$ cat config.mk
export PLATFORM = sky130hd
export DESIGN_NAME = dmem_store_buffer_flat
export DESIGN_NICKNAME = d
export VERILOG_FILES = /design/src/rtl/dmem_store_buffer_if.sv /design/src/rtl/dmem_store_buffer.sv /design/src/flat_wrapper.sv
export SDC_FILE = /design/constraint.sdc
export NUM_CORES = 1
export LEC_CHECK = 0
export ABC_CLOCK_PERIOD_IN_PS = 4000
export CORE_MARGIN = 10
export CORE_UTILIZATION = 25
export DETAILED_ROUTE_END_ITERATION = 12
export PLACE_DENSITY = 0.55
export RECOVER_POWER = 100
export SYNTH_ARGS = -nofsm -noshare
export SYNTH_HDL_FRONTEND = slang
export SYNTH_SLANG_ARGS = --single-unit
$ cat constraint.sdc
create_clock -name CLK -period 4 [get_ports CLK]
set_input_delay 0.4 -clock CLK [delete_from_list [all_inputs] [get_ports CLK]]
set_output_delay 0.4 -clock CLK [all_outputs]
set_load 0.05 [all_outputs]
$ cat src/rtl/dmem_store_buffer_if.sv
// Bus bundle between the processor data port, the store buffer and dmem.
//   slave  : the store buffer (takes processor requests, drives dmem)
//   master : the environment (processor + dmem)
// Signals:
//   cpu_mem_en, cpu_mem_wr_en, cpu_mem_addr[0:31], cpu_wr_data  processor request
//   cpu_rd_data, cpu_stall                                      processor response
//   dm_mem_en, dm_mem_wr_en, dm_mem_addr, dm_wr_data            dmem request
//   dm_rd_data                                                  dmem combinational read data
//   drain_req, sb_empty                                         flush control / status
interface dmem_store_buffer_if #(
  parameter int AW = 9,
  parameter int DW = 64
);
  logic          cpu_mem_en;
  logic          cpu_mem_wr_en;
  logic [0:31]   cpu_mem_addr;
  logic [0:DW-1] cpu_wr_data;
  logic [0:DW-1] cpu_rd_data;
  logic          cpu_stall;
  logic          dm_mem_en;
  logic          dm_mem_wr_en;
  logic [0:AW-1] dm_mem_addr;
  logic [0:DW-1] dm_wr_data;
  logic [0:DW-1] dm_rd_data;
  logic          drain_req;
  logic          sb_empty;

  modport slave (
    input  cpu_mem_en, cpu_mem_wr_en, cpu_mem_addr, cpu_wr_data, dm_rd_data, drain_req,
    output cpu_rd_data, cpu_stall, dm_mem_en, dm_mem_wr_en, dm_mem_addr, dm_wr_data, sb_empty
  );

  modport master (
    output cpu_mem_en, cpu_mem_wr_en, cpu_mem_addr, cpu_wr_data, dm_rd_data, drain_req,
    input  cpu_rd_data, cpu_stall, dm_mem_en, dm_mem_wr_en, dm_mem_addr, dm_wr_data, sb_empty
  );
endinterface

$ cat src/rtl/dmem_store_buffer.sv
// Posted-write buffer between the processor data port and the single-port dmem.
// Stores are queued in a circular FIFO and retired to dmem in cycles where the
// port is not used by an accepted access; loads get the port immediately.
// A load that hits a queued store is forwarded (STORE_FWD_EN defined) or
// stalled while the head retires (STORE_FWD_EN undefined, default build).
// Ports:
//   CLK    clock, all state on rising edge
//   RESET  synchronous, active-high; drops pending stores
//   bus    dmem_store_buffer_if.slave (processor request/response, dmem port,
//          drain_req flush input, sb_empty status)
module dmem_store_buffer #(
  parameter int DEPTH = 4,
  parameter int AW    = 9,
  parameter int DW    = 64
) (
  input  logic               CLK,
  input  logic               RESET,
  dmem_store_buffer_if.slave bus
);
  localparam int             PW   = $clog2(DEPTH);
  localparam logic [PW:0]    FULL = (PW + 1)'(DEPTH);

  logic [0:AW-1] entryAddr [DEPTH];
  logic [0:DW-1] entryData [DEPTH];
  logic [PW-1:0] wrPtr, rdPtr;
  logic [PW:0]   count;

  logic [0:AW-1] reqAddr;
  logic          isLoad, isStore, draining;
  logic          matchHit, retire, accept, stall;
  logic          dmEn, dmWr;
  logic [0:AW-1] dmAddr;
  logic [0:DW-1] dmWData, rdData;
`ifdef STORE_FWD_EN
  logic [0:DW-1] fwdData;
`endif

  // Only the word-address bits take part in compares.
  logic unusedAddrBits;
  assign unusedAddrBits = ^bus.cpu_mem_addr[0:31-AW];

  assign reqAddr  = bus.cpu_mem_addr[32-AW:31];
  assign isLoad   = bus.cpu_mem_en & ~bus.cpu_mem_wr_en;
  assign isStore  = bus.cpu_mem_en &  bus.cpu_mem_wr_en;
  assign draining = bus.drain_req && (count != '0);

  // Scan oldest to youngest so the last hit is the youngest matching store.
  always_comb begin
    matchHit = 1'b0;
`ifdef STORE_FWD_EN
    fwdData  = '0;
`endif
    for (int k = 0; k < DEPTH; k++) begin
      if (((PW + 1)'(k) < count) && (entryAddr[rdPtr + PW'(k)] == reqAddr)) begin
        matchHit = 1'b1;
`ifdef STORE_FWD_EN
        fwdData  = entryData[rdPtr + PW'(k)];
`endif
      end
    end
  end

  // Port arbitration. An accepted store owns its cycle, so the head only
  // retires when the port is otherwise free or a request is being refused.
  always_comb begin
    // NOTE: every output of this block gets a default first, so no path leaves
    // a variable unassigned and no latch is inferred.
    retire  = 1'b0;
    accept  = 1'b0;
    stall   = 1'b0;
    dmEn    = 1'b0;
    dmWr    = 1'b0;
    dmAddr  = '0;
    dmWData = '0;
    rdData  = '0;
    if (RESET) begin
      // outputs held at their reset values
    end else if (draining) begin
      retire = 1'b1;
      stall  = bus.cpu_mem_en;
    end else if (isLoad && !matchHit) begin
      dmEn   = 1'b1;
      dmAddr = reqAddr;
      rdData = bus.dm_rd_data;
    end else if (isLoad) begin
`ifdef STORE_FWD_EN
      rdData = fwdData;
`else
      stall  = 1'b1;
`endif
      retire = 1'b1;
    end else if (isStore && (count < FULL)) begin
      accept = 1'b1;
    end else begin
      retire = (count != '0);
      stall  = isStore;
    end
    if (retire) begin
      dmEn    = 1'b1;
      dmWr    = 1'b1;
      dmAddr  = entryAddr[rdPtr];
      dmWData = entryData[rdPtr];
    end
  end

  // NOTE: sequential state is updated with non-blocking assignments only, so
  // every reader in the same edge sees the pre-edge value.
  always_ff @(posedge CLK) begin
    if (RESET) begin
      wrPtr <= '0;
      rdPtr <= '0;
      count <= '0;
    end else begin
      if (accept) wrPtr <= wrPtr + 1'b1;
      if (retire) rdPtr <= rdPtr + 1'b1;
      count <= count + {{PW{1'b0}}, accept} - {{PW{1'b0}}, retire};
    end
  end

  // NOTE: entry storage has no reset; count gates validity, so clearing the
  // array would only add reset fan-out.
  always_ff @(posedge CLK) begin
    if (!RESET && accept) begin
      entryAddr[wrPtr] <= reqAddr;
      entryData[wrPtr] <= bus.cpu_wr_data;
    end
  end

  assign bus.cpu_rd_data  = rdData;
  assign bus.cpu_stall    = stall;
  assign bus.dm_mem_en    = dmEn;
  assign bus.dm_mem_wr_en = dmWr;
  assign bus.dm_mem_addr  = dmAddr;
  assign bus.dm_wr_data   = dmWData;
  assign bus.sb_empty     = (count == '0);
endmodule
$ cat src/flat_wrapper.sv
// flat-port wrapper written by rule: the top's interface ports become plain ports
module dmem_store_buffer_flat 
#(
  parameter int DEPTH = 4,
  parameter int AW    = 9,
  parameter int DW    = 64
)
  (CLK, RESET, bus_cpu_mem_en, bus_cpu_mem_wr_en, bus_cpu_mem_addr, bus_cpu_wr_data, bus_dm_rd_data, bus_drain_req, bus_cpu_rd_data, bus_cpu_stall, bus_dm_mem_en, bus_dm_mem_wr_en, bus_dm_mem_addr, bus_dm_wr_data, bus_sb_empty);
  dmem_store_buffer_if #(.AW(AW), .DW(DW)) bus_i ();
  input  logic CLK;
  input  logic RESET;
  input wire logic [$bits(bus_i.cpu_mem_en)-1:0] bus_cpu_mem_en;
  input wire logic [$bits(bus_i.cpu_mem_wr_en)-1:0] bus_cpu_mem_wr_en;
  input wire logic [$bits(bus_i.cpu_mem_addr)-1:0] bus_cpu_mem_addr;
  input wire logic [$bits(bus_i.cpu_wr_data)-1:0] bus_cpu_wr_data;
  input wire logic [$bits(bus_i.dm_rd_data)-1:0] bus_dm_rd_data;
  input wire logic [$bits(bus_i.drain_req)-1:0] bus_drain_req;
  output wire logic [$bits(bus_i.cpu_rd_data)-1:0] bus_cpu_rd_data;
  output wire logic [$bits(bus_i.cpu_stall)-1:0] bus_cpu_stall;
  output wire logic [$bits(bus_i.dm_mem_en)-1:0] bus_dm_mem_en;
  output wire logic [$bits(bus_i.dm_mem_wr_en)-1:0] bus_dm_mem_wr_en;
  output wire logic [$bits(bus_i.dm_mem_addr)-1:0] bus_dm_mem_addr;
  output wire logic [$bits(bus_i.dm_wr_data)-1:0] bus_dm_wr_data;
  output wire logic [$bits(bus_i.sb_empty)-1:0] bus_sb_empty;
  assign bus_i.cpu_mem_en = bus_cpu_mem_en;
  assign bus_i.cpu_mem_wr_en = bus_cpu_mem_wr_en;
  assign bus_i.cpu_mem_addr = bus_cpu_mem_addr;
  assign bus_i.cpu_wr_data = bus_cpu_wr_data;
  assign bus_i.dm_rd_data = bus_dm_rd_data;
  assign bus_i.drain_req = bus_drain_req;
  assign bus_cpu_rd_data = bus_i.cpu_rd_data;
  assign bus_cpu_stall = bus_i.cpu_stall;
  assign bus_dm_mem_en = bus_i.dm_mem_en;
  assign bus_dm_mem_wr_en = bus_i.dm_mem_wr_en;
  assign bus_dm_mem_addr = bus_i.dm_mem_addr;
  assign bus_dm_wr_data = bus_i.dm_wr_data;
  assign bus_sb_empty = bus_i.sb_empty;
  dmem_store_buffer #(.DEPTH(DEPTH), .AW(AW), .DW(DW)) u_core (.CLK(CLK), .RESET(RESET), .bus(bus_i));
endmodule
; Yosys cells after proc, flatten, opt, wreduce, memory -nomap -nowiden
; Memory sizes are Yosys's and may differ from the RTL's. A register that Yosys moved wholly into a read port is not among the register bits.
; Index checks and enable logic that the tools add are counted.
[totals]
register_bits = 7
ram_bits = 292
input_bits = 165
output_inout_bits = 141
elab_cells = 73
memories = 2
[classes]
n_addsub = 6
order_cmp = 5
eq_ne = 4
mux = 38
n_bitwise = 3
reduce_logical = 12
[memory_table]
columns = memory, words, width, rd, rd_clocked_by_memory_dff, wr, line
row1 = u_core.entryData, 4, 64, 1, 1, 1, dmem_store_buffer.sv:24  ; logic [0:DW-1] entryData [DEPTH];
row2 = u_core.entryAddr, 4, 9, 4, 1, 1, dmem_store_buffer.sv:23  ; logic [0:AW-1] entryAddr [DEPTH];
[ops]
columns = cell, count
row1 = $mux 64, 4
row2 = $eq 9x9->1, 4
row3 = $mux 9, 4
row4 = $mux 1, 26
row5 = $logic_and 1x1->1, 8
row6 = $mux 2, 4
row7 = $lt 1x3->1 const A, 2
row8 = $lt 2x3->1 const A, 2
row9 = $add 2x1->2 const B, 2
row10 = $add 2x2->2 const B, 2
row11 = $add 3x1->3, 1
row12 = $logic_not 3->1, 1
row13 = $lt 3x3->1 const B, 1
row14 = $reduce_bool 3->1, 1
row15 = $sub 3x1->3, 1
row16 = $and 1x1->1, 2
row17 = $logic_not 1->1, 2
row18 = $not 1->1, 1

; Longest topological paths before layout
; Gate-level depths: netlist (run 1).
; An unclocked memory read counts as a cell.
[depth]
ltp_word = 15
depth_mapped = 18
depth_no_buf = 15

; Least setup slack after synthesis (run 1)
; No wires, ideal clock.
[synth_timing]
path_kind = reg2reg
startpoint = register u_core.count[1]
endpoint = memory u_core.entryAddr[1][0] (netlist bit) (enable)
setup_time_ps = 439
arrival_time_ps = 4188
t_required_ps = 3561
setup_slack_ps = -627
path_stages_with_launch = 5
n_path_buf = 0
period_less_slack_ps = 4627
cell_sequence = dfxtp_1 nor3_1 nor2b_1 nor3_1 and2_1
[synth_between]
elab_chain_len = 14
elab_cells_between_ends = 26
classes_between = order compare: 5 / mux: 11 / reduce/logical: 10
[synth_rtl]
columns = item, line
row1 = start: declaration, dmem_store_buffer.sv:26  ; logic [PW:0] count;
row2 = start signal: assignment, dmem_store_buffer.sv:116  ; count <= count + {{PW{1'b0}}, accept} - {{PW{1'b0}}, retire};
row3 = $lt 1x3->1, dmem_store_buffer.sv:54  ; if (((PW + 1)'(k) < count) && (entryAddr[rdPtr + PW'(k)] == reqAddr)) begin
row4 = $logic_and 1x1->1, dmem_store_buffer.sv:54
row5 = $mux 1 (4 in series), dmem_store_buffer.sv:54
row6 = $logic_not 1->1, dmem_store_buffer.sv:81  ; end else if (isLoad && !matchHit) begin
row7 = $logic_and 1x1->1, dmem_store_buffer.sv:81
row8 = $mux 1, dmem_store_buffer.sv:81
row9 = $mux 1 *, dmem_store_buffer.sv:78  ; end else if (draining) begin
row10 = $mux 1 *, dmem_store_buffer.sv:76  ; if (RESET) begin
row11 = via u_core.accept, dmem_store_buffer.sv:30  ; logic matchHit, retire, accept, stall;
row12 = $logic_and 1x1->1 *, dmem_store_buffer.sv:123  ; if (!RESET && accept) begin
row13 = $mux 1 *, dmem_store_buffer.sv:123
row14 = $mux 1 (implied by the code) *, dmem_store_buffer.sv:124  ; entryAddr[wrPtr] <= reqAddr;
row15 = end: declaration, dmem_store_buffer.sv:23
; Mark *: on every way through the listed nets, which the timed path passes. The rest lies on a longest branch.

==> results.ini, run 1 <==
[status]
status=finished, violations left
violations=max-capacitance violations, max-slew violations

[sta]
hold_ws_ns=0.571
period_share_pct=96.0
period_needed_ns=3.84
final-setup-viol-count=0
tightest_slew_ns=1.55
max-slew-margin-rel_pct=-3.23
skew_ns=0.0152
fmax_ghz=0.260
hold_violations=0
maxSlewViolCount=45
fin_tns_setup_ns=0

[finish]
num-nets-final=1218
drive_gt1_share_pct=36.4
syn_to_final_growth_pct=38.6
design_area_sq_um=19200

[placement]
place_congestion=0.803
dp_hpwl_mm=25.0
port_buffers=282
placed_area_sq_um=18200

[synth]
synth_flop_cell=edfxtp_1
yosysUniqueCellTypes=51
async_flop_share_pct=0
synthCells=733
synth_area_per_cell_sq_um=18.9
syn-cell-area_sq_um=13900
synth-seq-area-share_pct=64.5
synth_edf_count=292
synth_seq_cells=301
ys_warn_count=0
syn_nets=907

[setup_path]
cp_max_fo=12
worstPathRequired_ns=3.60
crit_arrival_ns=3.44
startpoint_type=flop
cp-end-kind=primary output
worst-setup-path-type=flop to primary output
r2r_cells=6
crit-reg2reg-launch=u_core.count[1]

[clock_tree]
h-tree-depth=2
insertion_delay_ns=0.54
cts.sinks=301
cts-root-buf=clkbuf_16
cts_max_path_buffers=3
cts_hold_buf=0
path_clk_slew_ns=0.06
cts_buffers=34
cts_tree=yes

[drt]
detail-route-antenna-nets=0
drt_wl_total_mm=37.0
viasPerCell=4.24
vias=7727
routedWlPerCell_um=20.3
first_pass_iters=4
route.detailed.drc=0
drt_iter0_drc=298

[die]
rows=86
start_util_pct=25.2
die_w_um=256
core-area_sq_um=55000
io_pins=306
die_y_um=256
dieArea_sq_um=65300

[global_routing]
grt-ovfl-total=0
grt_pass1_vias=8485
use_met1_pct=14.0
use_met3_pct=3.85
antenna_found_initial=12
met2_usage_pct=17.9
grt_util_all_layers_pct=11.1
grt.busiest_layer=met2
grt_pass1_wl_mm=55.7
grt_max_degree=65

[worst_hold_path]
hold_class=input pin to flop
hold_depth=1
min_from=bus_cpu_wr_data[9]

[pwr]
power_density_nw_per_um2=558
total_power_mw=10.7
ir_drop_mv=0.410
leakagePower_nw=6.49

[job]
max-cap-violations=2

[critical path, stage by stage (launching register included)]
cell and delay [ns]:
dfxtp_4 0.45, buf_4 0.16, mux4_2 0.55, xor2_1 0.18, nor4_1 0.20, o2111ai_1 0.20, nand3_2 0.16, o21ai_4 0.08
buf_12 0.14, buf_8 0.17, nor2b_1 0.41, buf_12 0.20
[what timing repair did]
item | in CTS | in global routing
resized for setup | 7 | 3
endpoints found under the setup margin | 23 | 11
setup buffers | 2 | 5
pin swaps | 1 | 1
cloned | 1 | 1
[report_power, final]
part / internal, mW / total [mW] / switching (mW)
clock: 1.74 / 3.01 / 1.26
combinational: 1.82 / 4.06 / 2.24
sequential: 3.57 / 3.67 / 0.105
total: 7.13 / 10.7 / 3.61
[registers in the layout, indices dropped and copies added, names as in the netlist, named ones only]
signal / cells
u_core.entryData: 256
u_core.entryAddr: 36
u_core.count: 3
u_core.rdPtr: 2
u_core.wrPtr: 2
[stage by stage]
step           instances  setup WS [ns]  utilization [%]
2_1_floorplan        733          0.219                -
3_3_place_gp        1747          0.333             33.2
3_5_place_dp        1747          0.339             33.2
4_1_cts             1811         0.0459             35.3
5_1_grt             1817       -0.00268             34.9
6_report            1822          0.160             35.0
[final cells by class]
type / instances / area [sq um]
sequential: 301 / 8960
antenna: 5 / 12.5
timing repair buffer: 325 / 3730
inverter: 9 / 33.8
clock inverter: 23 / 196
tap: 748 / 936
multi-input combinational: 373 / 4470
fill: 5231 / 35800
clock buffer: 38 / 887
[cell usage in the layout, fill, tap and decap left out, drive strengths merged, types with 2 or more instances in the layout]
cell type,count
diode,5
nand4,4
o21ai,14
xnor2,25
nor2,8
and2,68
clkinvlp,2
buf,139
clkbuf,79
ha,8
nor2b,69
mux2i,15
a211o,2
a21oi,2
nand2b,9
xor2,19
nand3,5
inv,10
a221oi,2
clkinv,18
nor4,3
dfxtp,9
nor3,6
dlygate4sd3,75
a211oi,4
mux4,92
clkdlybuf4s50,68
nand2,3
o211ai,6
bufinv,2
edfxtp,292
[cell usage after synthesis, types with 2 or more instances]
library cell   instances  share of area [%]
a211oi_1               3               0.16
buf_1                  3              0.081
edfxtp_1             292                 63
a21oi_1                2              0.072
xor2_1                19                1.2
mux4_1                 4               0.76
nor2b_4               50                5.0
nor2_1                 7               0.19
buf_4                  2               0.11
dfxtp_1                9                1.3
xnor2_1               25                1.6
nand3_1                4               0.14
buf_6                  5               0.41
clkbuf_2               6               0.22
and2_1                68                3.1
o211ai_1               6               0.32
mux2i_1               15                1.1
o21ai_0               11               0.40
buf_12                 7                1.0
nand4_1                4               0.18
inv_1                  9               0.24
nand2b_1               9               0.41
ha_1                   8               0.72
nand2_1                3              0.081
nor4_1                 2              0.090
o21ai_2                2               0.13
clkbuf_1               8               0.22
nor3_1                 5               0.18
dlygate4sd1_1          8               0.50
nor2b_1               19               0.86
buf_2                 11               0.40
mux4_2                88                 14
[logic make-up (layout without fill, tap and decap cells)]
group / Yosys count / after routing / synth area share (%)
other: 0 / 5 / 0
adder cells (fa/ha/maj): 9 / 9 / 0.866
AND/OR/NAND/NOR: 179 / 179 / 10.7
XOR/XNOR: 44 / 44 / 2.78
buffers and inverters: 59 / 395 / 3.18
multiplexers: 108 / 108 / 16.2
flip-flops: 301 / 301 / 64.5
AO/OA/AOI/OAI: 33 / 33 / 1.77
[worst paths after layout]
kind	endpoint	slack, ns
hold reg to reg	u_core.wrPtr[1]	0.57
setup / recovery	bus_dm_wr_data[62]	0.16
hold / removal	u_core.entryData[3][9]	0.57
setup reg to reg	u_core.entryData[1][47]	0.42
[routing by layer]
layer / wire length, um / share of wire [%]
met2: 17100 / 46
met4: 711 / 1.9
met3: 2660 / 7.2
met1: 16400 / 44
met5: 34 / 0.092
No activity file was read; power rests on OpenSTA's default activity.
==> inputs of run 2 (changes only) <==
CTS_CLUSTER_DIAMETER = 150   (was not set)
==> results of run 2 <==
Same layout as run 1: the final DEF is identical, and so are final timing and power.
